## src/rtl/board_scan_driver_if.sv

```systemverilog
// Signal bundle between the game logic and the LED matrix scan driver.
// The master drives board state and cursor; the slave drives the matrix pins.
interface board_scan_driver_if;
  logic [41:0] p1_cells;
  logic [41:0] p2_cells;
  logic [2:0]  cursor_col;
  logic        cursor_player;
  logic        win_flash;
  logic [5:0]  row_sel;
  logic [6:0]  col_red;
  logic [6:0]  col_yel;
  logic        frame_start;
  logic        conflict;

  modport master (
    output p1_cells, p2_cells, cursor_col, cursor_player, win_flash,
    input  row_sel, col_red, col_yel, frame_start, conflict
  );

  modport slave (
    input  p1_cells, p2_cells, cursor_col, cursor_player, win_flash,
    output row_sel, col_red, col_yel, frame_start, conflict
  );
endinterface

```

## src/rtl/board_scan_driver.sv

```systemverilog
// Row-scanned driver for the 6x7 bicolour Connect-4 LED matrix with
// per-slot blanking, a blinking drop cursor and a whole-board win flash.
module board_scan_driver #(
  parameter int CLK_DIV      = 1000,
  parameter int BLANK        = 16,
  parameter int BLINK_FRAMES = 32
) (
  input logic               clk,
  input logic               rst_n,
  board_scan_driver_if.slave scan
);

  localparam logic [15:0] SLOT_LAST  = 16'(CLK_DIV - 1);
  localparam logic [15:0] BLANK_W    = 16'(BLANK);
  localparam logic [7:0]  FRAME_LAST = 8'(BLINK_FRAMES - 1);

  typedef enum logic [1:0] {ST_IDLE, ST_BLANK, ST_DRIVE} state_e;

  state_e      state_q, state_d;
  logic [15:0] slot_q, slot_d;
  logic [2:0]  row_q, row_d;
  logic [7:0]  frame_q, frame_d;
  logic        blinkOn_q, blinkOn_d;
  logic [41:0] snapP1_q, snapP1_d;
  logic [41:0] snapP2_q, snapP2_d;
  logic        conflict_q, conflict_d;
  logic        frameStart_q, frameStart_d;
  logic [5:0]  rowSel_q, rowSel_d;
  logic [6:0]  colRed_q, colRed_d;
  logic [6:0]  colYel_q, colYel_d;

  logic [5:0]  rowBase;
  logic [6:0]  rowP1, rowP2, topOcc, cursorMask, red, yel;
  logic        cursorOn;

  // Every output is registered from the position the counters step into.
  always_ff @(posedge clk or negedge rst_n) begin
    if (!rst_n) begin
      state_q      <= ST_IDLE;
      slot_q       <= '0;
      row_q        <= '0;
      frame_q      <= '0;
      blinkOn_q    <= 1'b1;
      snapP1_q     <= '0;
      snapP2_q     <= '0;
      conflict_q   <= 1'b0;
      frameStart_q <= 1'b0;
      rowSel_q     <= '0;
      colRed_q     <= '0;
      colYel_q     <= '0;
    end else begin
      state_q      <= state_d;
      slot_q       <= slot_d;
      row_q        <= row_d;
      frame_q      <= frame_d;
      blinkOn_q    <= blinkOn_d;
      snapP1_q     <= snapP1_d;
      snapP2_q     <= snapP2_d;
      conflict_q   <= conflict_d;
      frameStart_q <= frameStart_d;
      rowSel_q     <= rowSel_d;
      colRed_q     <= colRed_d;
      colYel_q     <= colYel_d;
    end
  end

  // The very first frame after reset does not advance the blink counter.
  always_comb begin
    slot_d    = slot_q;
    row_d     = row_q;
    frame_d   = frame_q;
    blinkOn_d = blinkOn_q;
    if (state_q == ST_IDLE) begin
      slot_d = '0;
      row_d  = '0;
    end else if (slot_q == SLOT_LAST) begin
      slot_d = '0;
      row_d  = (row_q == 3'd5) ? 3'd0 : row_q + 3'd1;
    end else begin
      slot_d = slot_q + 16'd1;
    end
    frameStart_d = (slot_d == 16'd0) && (row_d == 3'd0);
    if (frameStart_d && (state_q != ST_IDLE)) begin
      if (frame_q == FRAME_LAST) begin
        frame_d   = '0;
        blinkOn_d = ~blinkOn_q;
      end else begin
        frame_d = frame_q + 8'd1;
      end
    end
    snapP1_d   = frameStart_d ? scan.p1_cells : snapP1_q;
    snapP2_d   = frameStart_d ? scan.p2_cells : snapP2_q;
    conflict_d = conflict_q | (frameStart_d && ((scan.p1_cells & scan.p2_cells) != 42'd0));
    state_d    = (slot_d < BLANK_W) ? ST_BLANK : ST_DRIVE;
  end

  // A doubly-claimed cell shows red only; the cursor needs an empty top cell.
  always_comb begin
    rowBase    = 6'(row_d) * 6'd7;
    rowP1      = snapP1_d[rowBase +: 7];
    rowP2      = snapP2_d[rowBase +: 7];
    topOcc     = snapP1_d[41:35] | snapP2_d[41:35];
    cursorMask = (scan.cursor_col <= 3'd6) ? (7'b1 << scan.cursor_col) : 7'b0;
    cursorOn   = blinkOn_d && (row_d == 3'd5) && (cursorMask != 7'd0)
                 && ((cursorMask & topOcc) == 7'd0);
    red = rowP1;
    yel = rowP2 & ~rowP1;
    if (cursorOn) begin
      if (scan.cursor_player) yel = yel | cursorMask;
      else                    red = red | cursorMask;
    end
    if (scan.win_flash && !blinkOn_d) begin
      red = '0;
      yel = '0;
    end
    rowSel_d = 6'b1 << row_d;
    colRed_d = (state_d == ST_DRIVE) ? red : 7'd0;
    colYel_d = (state_d == ST_DRIVE) ? yel : 7'd0;
  end

  assign scan.row_sel     = rowSel_q;
  assign scan.col_red     = colRed_q;
  assign scan.col_yel     = colYel_q;
  assign scan.frame_start = frameStart_q;
  assign scan.conflict    = conflict_q;

endmodule

```

## src/flat_wrapper.sv

```systemverilog
// flat-port wrapper written by rule: the top's interface ports become plain ports
module board_scan_driver_flat 
#(
  parameter int CLK_DIV      = 1000,
  parameter int BLANK        = 16,
  parameter int BLINK_FRAMES = 32
)
  (clk, rst_n, scan_p1_cells, scan_p2_cells, scan_cursor_col, scan_cursor_player, scan_win_flash, scan_row_sel, scan_col_red, scan_col_yel, scan_frame_start, scan_conflict);
  board_scan_driver_if scan_i ();
  input logic clk;
  input logic rst_n;
  input wire logic [$bits(scan_i.p1_cells)-1:0] scan_p1_cells;
  input wire logic [$bits(scan_i.p2_cells)-1:0] scan_p2_cells;
  input wire logic [$bits(scan_i.cursor_col)-1:0] scan_cursor_col;
  input wire logic [$bits(scan_i.cursor_player)-1:0] scan_cursor_player;
  input wire logic [$bits(scan_i.win_flash)-1:0] scan_win_flash;
  output wire logic [$bits(scan_i.row_sel)-1:0] scan_row_sel;
  output wire logic [$bits(scan_i.col_red)-1:0] scan_col_red;
  output wire logic [$bits(scan_i.col_yel)-1:0] scan_col_yel;
  output wire logic [$bits(scan_i.frame_start)-1:0] scan_frame_start;
  output wire logic [$bits(scan_i.conflict)-1:0] scan_conflict;
  assign scan_i.p1_cells = scan_p1_cells;
  assign scan_i.p2_cells = scan_p2_cells;
  assign scan_i.cursor_col = scan_cursor_col;
  assign scan_i.cursor_player = scan_cursor_player;
  assign scan_i.win_flash = scan_win_flash;
  assign scan_row_sel = scan_i.row_sel;
  assign scan_col_red = scan_i.col_red;
  assign scan_col_yel = scan_i.col_yel;
  assign scan_frame_start = scan_i.frame_start;
  assign scan_conflict = scan_i.conflict;
  board_scan_driver #(.CLK_DIV(CLK_DIV), .BLANK(BLANK), .BLINK_FRAMES(BLINK_FRAMES)) u_core (.clk(clk), .rst_n(rst_n), .scan(scan_i));
endmodule
```

## config.mk

```make
export PLATFORM = sky130hd
export DESIGN_NAME = board_scan_driver_flat
export DESIGN_NICKNAME = d
export VERILOG_FILES = /design/src/rtl/board_scan_driver_if.sv /design/src/rtl/board_scan_driver.sv /design/src/flat_wrapper.sv
export SDC_FILE = /design/constraint.sdc
export NUM_CORES = 1
export LEC_CHECK = 0
export BUFFER_PORTS_ARGS = -buffer_cell sky130_fd_sc_hd__buf_4
export CORE_ASPECT_RATIO = 1.25
export CORE_MARGIN = 4
export CORE_UTILIZATION = 63
export CTS_BUF_LIST = sky130_fd_sc_hd__clkbuf_4 sky130_fd_sc_hd__clkbuf_8
export DETAILED_ROUTE_END_ITERATION = 10
export GPL_TIMING_DRIVEN = 0
export MAX_ROUTING_LAYER = met4
export PLACE_DENSITY = 0.89
export SLEW_MARGIN = 20
export SYNTH_ARGS = -nofsm -noshare
export SYNTH_HDL_FRONTEND = slang
export SYNTH_SLANG_ARGS = --single-unit
```

## constraint.sdc

```tcl
create_clock -name clk -period 4.97 [get_ports clk]
set_input_delay 0.7455 -clock clk [delete_from_list [all_inputs] [get_ports clk]]
set_output_delay 0.7455 -clock clk [all_outputs]
set_load 0.005 [all_outputs]
```

======== Yosys cells after proc, flatten, opt, wreduce, memory -nomap -nowiden ========
Cells that the tools add are included.
storage, ports and cells
  bits in registers ....................... 136
  output and inout bits ................... 22
  logic and storage cells ................. 71
operators by class
  $add $sub $neg .......................... 3
  multipliers ............................. 1
  $lt $le $gt $ge ......................... 2
  eq/ne operators ......................... 5
  shift-type cells ........................ 4
  mux-type cells .......................... 20
  bitwise gates (word level) .............. 9
  reductions and logical operators ........ 15
operator list
  cell                                                                            count
  42-bit 2-to-1 mux                                                               2
  42-bit by 7-bit variable part select with 7-bit output                          2
  7-bit 2-to-1 mux                                                                9
  42-bit AND                                                                      1
  42-bit nonzero test                                                             1
  16-bit 2-to-1 mux                                                               2
  7-bit OR                                                                        3
  16-bit by 1-bit adder with 16-bit output (second input constant)                1
  16-bit by 10-bit == test with 1-bit output (second input constant)              1
  16-bit zero test                                                                1
  16-bit by 5-bit less-than comparator with 1-bit output (second input constant)  1
  7-bit AND                                                                       2
  3-bit 2-to-1 mux                                                                3
  8-bit by 1-bit adder with 8-bit output (second input constant)                  1
  8-bit by 5-bit == test with 1-bit output (second input constant)                1
  8-bit 2-to-1 mux                                                                1
  1-bit logical AND                                                               7
  7-bit zero test                                                                 1
  7-bit NOT                                                                       1
  7-bit nonzero test                                                              1
  1-bit by 3-bit << shifter with 7-bit output (first input constant)              1
  3-bit == test (second input constant)                                           2
  3-bit by 3-bit multiplier with 6-bit output (second input constant)             1
  1-bit by 3-bit << shifter with 6-bit output (first input constant)              1
  other kinds (11)                                                                12

======== Longest topological paths before layout ========
  word-level depth ........................ 15
  depth in mapped cells ................... 16
  mapped depth without buffers ............ 13

======== Worst setup path before layout ========
OpenSTA, ideal clock, no wires.
  path kind ............................... register to register
  from .................................... register u_core.slot_q[14]
  to ...................................... register u_core.colYel_q[5], in the netlist u_core.scan.col_yel[5]
  library setup time ...................... 0.077 ns
  arrival ................................. 3.179 ns
  data required time ...................... 4.893 ns
  setup slack ............................. 1.715 ns
  stages on the path, launching flop included .. 14
  path buffers ............................ 2
  clock period less this slack ............ 3.255 ns
  path through ............................ dfrtp_1 buf_2 or4b_1 nor4_4 nor2_1 o21a_1 inv_2 nand2_1 inv_1 buf_2 mux2_2 a222oi_1 o21ai_0 o21ai_1
on the way
  elaborated cells between the ends (all ways) .. 35
  those cells by class .................... add/sub: 1; mul: 1; order compare: 1; eq/ne: 3; shift: 2; mux: 12; bitwise: 5; reduce/logical: 10
RTL lines
  element                                                                                                 line                                              RTL
  start, declared                                                                                         board_scan_driver.sv:20                           logic [15:0] slot_q, slot_d;
  start signal, assigned                                                                                  board_scan_driver.sv:53                           slot_q <= slot_d;
  16-bit by 1-bit adder with 16-bit output or 16-bit by 10-bit == test with 1-bit output (tied branches)  board_scan_driver.sv:80, board_scan_driver.sv:76
  16-bit 2-to-1 mux *                                                                                     board_scan_driver.sv:76                           end else if (slot_q == SLOT_LAST) begin
  16-bit 2-to-1 mux *                                                                                     board_scan_driver.sv:73                           if (state_q == ST_IDLE) begin
  16-bit by 5-bit less-than comparator with 1-bit output *                                                board_scan_driver.sv:94                           state_d = (slot_d < BLANK_W) ? ST_BLANK : ST_DRIVE;
  2-bit 2-to-1 mux *                                                                                      board_scan_driver.sv:94
  named net u_core.state_d[0]                                                                             board_scan_driver.sv:19                           state_e state_q, state_d;
  2-bit == test *                                                                                         board_scan_driver.sv:118                          colYel_d = (state_d == ST_DRIVE) ? yel : 7'd0;
  7-bit 2-to-1 mux *                                                                                      board_scan_driver.sv:118
  named net u_core.colYel_d[5]                                                                            board_scan_driver.sv:30                           logic [6:0] colYel_q, colYel_d;
  end signal, assigned                                                                                    board_scan_driver.sv:63                           colYel_q <= colYel_d;
  end, declared                                                                                           board_scan_driver.sv:30
Mark *: on every way through the listed nets, which the timed path passes. The rest lies on a longest branch.
A chain may end at the register's enable or synchronous reset.

======== Final worst setup path ========
  from .................................... register u_core.slot_q[2]
  to ...................................... register u_core.colYel_q[5], in the netlist u_core.scan.col_yel[5]
Same word-level chain as after synthesis.

==> metrics.txt <==
max_slew headroom=28.16%; total CTS buffers=17; Pwr Density=285.5 mW/mm^2; most used cell, CP=clkbuf_1; Crit. End Element=register; Pins Over Slew Limit=0; Sw Pwr=580.3 uW; Critical Path RT=5.35 ns; Die H=123.6 um; asr flop ratio synth=100.0%; Max Clock Freq=215.2 MHz; Final Critical Period=4.647 ns; pin count of the biggest net entering global routing=71; Combinational Power Share=8.9%; Pint=1.758 mW; final clock skew=0.01218 ns; commonest non-fill, non-tap cell in the layout=nand2_1; area of the multi-input gates=0.003112 sq mm; crit path DAT=5.03 ns; post-synthesis instance total=747; Final Setup Violations=0; CTS tree=done; Post-synth EDFFs=0; # Post-CTS Setup Buffers=0; Post-CTS Resized=0; CP max FO=10; Sink Count=136; number of inserted diodes=0; status=finished, final reports clean; worst path cell trace=clkbuf_1 > nand3_1 > nor4_1 > nor3_1 > o22ai_1 > o21a_1 > inv_2 > nand2_1 > clkbuf_1 > clkbuf_1 > nand2_1 > a311oi_1 > o21ai_0 > o21ai_1; Synthesized Nets=840; fin crit share=93.51%; placed instance area=0.007777 sq mm; switching share of power=24.81%; CTS Buffer Depth=2; GRT Overall Usage=39.67%; FF+latch area=0.003405 sq mm; clk_lat worst skew=0.45 ns; Routed Antenna Nets=0; DRT Pass-1 Iters=7; Wirelength per Cell=22.98 um; Mean Syn Cell Area=9.023 sq um; Final #Nets=972; most frequent cells in the layout=nand2_1 (212), dfrtp_1 (135), buf_4 (112); # Max-Cap Violations=0; area of the mapped netlist=0.006740 sq mm; DR vias=6,799; setup TNS=0 ns; Main synth FF type=dfrtp_1; Reg-to-Reg End=u_core.scan.col_yel[5]$_DFF_PN0_; Yosys reg bits=136; flop2flop setup slack=0.32 ns; leakage power=3.854 nW; starting density of the core=65.70%; Row Count=41; Syn. warnings=0; # H-tree levels=4; CP max stage delay=0.65 ns; sequential fraction of the synthesis area=50.51%; number of fill cells in the layout=695; core footprint=0.01026 sq mm; global-route wire length before repair=35,600 um; clock share of power=41.1%; share of layout cells above drive strength 1=19.75%; Port Buffer Count=112; CP Class=register to register; Final Cell Area=0.008190 sq mm; count of final hold-check violations=0; drt drc=0; Layout area overhead=21.51%; Hold Crit Class=input port to asynchronous set/reset pin; full die area=0.01243 sq mm; hold_buf cts=0; final setup margin=0.3226 ns; initial antenna violation count=0; startpoint type of the worst setup path=register; WL final=23,440 um; R2R cell count=14; unrepaired setup endpoints after global routing=false; CTS Root Cell=clkbuf_8; grt ovf=0; pre-CTS worst setup slack=0.6383 ns; Top Ports=113; Peak supply drop=0.1852 mV; critical path's slowest cell=nor4_1; dpl hpwl=16,980 um; Worst-path clk slew=0.08 ns; via count of the first global-routing pass=6,624; vias per cell=6.666; Seq pwr share=50.0%; Worst Max-Slew Pin Slew=1.078 ns; Netlist cell types=64; Iteration-0 DRC Markers=961; Reg2Reg Launch Point=u_core.slot_q[2]$_DFF_PN0_; hold_ws=0.2127 ns; Placer Congestion=0.9858; Die W=100.5 um
## worst max-delay path: cells and delay by family (launching register included)
family | cells | cell delay (ns)
compound gates | 5 | 1.25
buf+inv | 4 | 1.58
flops | 1 | 0.33
simple gates | 5 | 1.40
## how the worst max path moves through the flow
stage | from | endpoint | slack, ns | cells past startpoint
detailed placement | u_core.slot_q[2]$_DFF_PN0_ | u_core.scan.col_yel[5]$_DFF_PN0_ | 0.64 | 14
CTS | u_core.slot_q[2]$_DFF_PN0_ | u_core.scan.col_yel[5]$_DFF_PN0_ | 0.54 | 14
floorplan | u_core.slot_q[14]$_DFF_PN0_ | u_core.scan.col_yel[5]$_DFF_PN0_ | 1.71 | 13
finish | u_core.slot_q[2]$_DFF_PN0_ | u_core.scan.col_yel[5]$_DFF_PN0_ | 0.32 | 14
global placement | u_core.slot_q[3]$_DFF_PN0_ | u_core.scan.col_yel[4]$_DFF_PN0_ | 0.66 | 12
global route | u_core.slot_q[2]$_DFF_PN0_ | u_core.scan.col_yel[5]$_DFF_PN0_ | 0.15 | 14
## power groups by stage
stage	Sequential [mW]	Combinational [mW]	Clock (mW)
4_1_cts	1.17	0.204	0.952
5_1_grt	1.17	0.224	1.01
3_5_place_dp	1.19	0.203	0
2_1_floorplan	1.18	0.0704	0
3_3_place_gp	1.19	0.195	0
6_report	1.17	0.209	0.961
## layer usage
metal	global-route usage, %	wire [um]
met1	46.53	8199
met2	62.98	11080
met3	7.731	2395
met4	24.94	1761
met5	-	0
## registers in the layout (all words and copies together) (netlist names)
name and flops:
u_core.snapP1_q 42, u_core.scan.frame_start 1, u_core.slot_q 16, u_core.scan.col_red 7, u_core.row_q 3, u_core.state_q 2, u_core.scan.conflict 1, u_core.scan.row_sel 6
u_core.frame_q 8, u_core.snapP2_q 42, u_core.blinkOn_q 1, u_core.scan.col_yel 7
## layout make-up
| class | instances | share of cell area, % |
|---|---|---|
| clock inverters | 12 | 1.848 |
| inverters | 14 | 0.6416 |
| clock buffers | 19 | 3.193 |
| plain buffers | 43 | 2.093 |
| repair buffers | 113 | 10.69 |
| flip-flops and latches | 136 | 41.57 |
| multi-input cells | 554 | 37.99 |
| well taps | 129 | 1.971 |
## kinds of logic after synthesis
group                    share of synthesized area [%]
XOR/XNOR                                         2.729
AND/OR/NAND/NOR                                  25.60
buffers and inverters                            3.323
multiplexers                                     3.713
adder cells (fa/ha/maj)                         0.3712
AO/OA/AOI/OAI                                    13.76
flip-flops                                       50.51
## synthesized netlist by cell type (4+ instances only)
master,count,area share [%]
nand2_1,212,12
dfrtp_1,135,50
nor2_1,48,2.7
clkbuf_1,32,1.8
a22oi_1,26,2.9
o21ai_0,24,1.8
nand4_1,22,2.0
nor3_1,18,1.3
a21oi_1,16,1.2
mux2_2,16,2.7
xnor2_1,15,1.9
nand3_1,14,1.0
inv_1,13,0.72
and3_1,8,0.74
nor4_1,8,0.74
mux2i_1,7,1.0
a22o_1,6,0.78
o21ai_1,6,0.45
o221ai_1,6,0.78
o22ai_1,6,0.56
xor2_1,6,0.78
a21o_1,5,0.56
buf_1,5,0.28
nand3b_1,5,0.56
o211ai_1,5,0.56
a221oi_1,4,0.52
a311oi_1,4,0.52
buf_2,4,0.30
o21a_1,4,0.45
or3_1,4,0.37
## stage by stage
| step | power, mW | util (%) | cells |
|---|---|---|---|
| 5_1_grt | 2.404 | 79.83 | 1020 |
| 3_5_place_dp | 1.392 | 75.80 | 989 |
| 4_1_cts | 2.324 | 79.83 | 1020 |
| 3_3_place_gp | 1.381 | 75.46 | 988 |
| 6_report | 2.339 | 79.83 | 1020 |
| 2_1_floorplan | 1.252 | - | 747 |
Note: power is estimated with default switching activity, not from simulation.
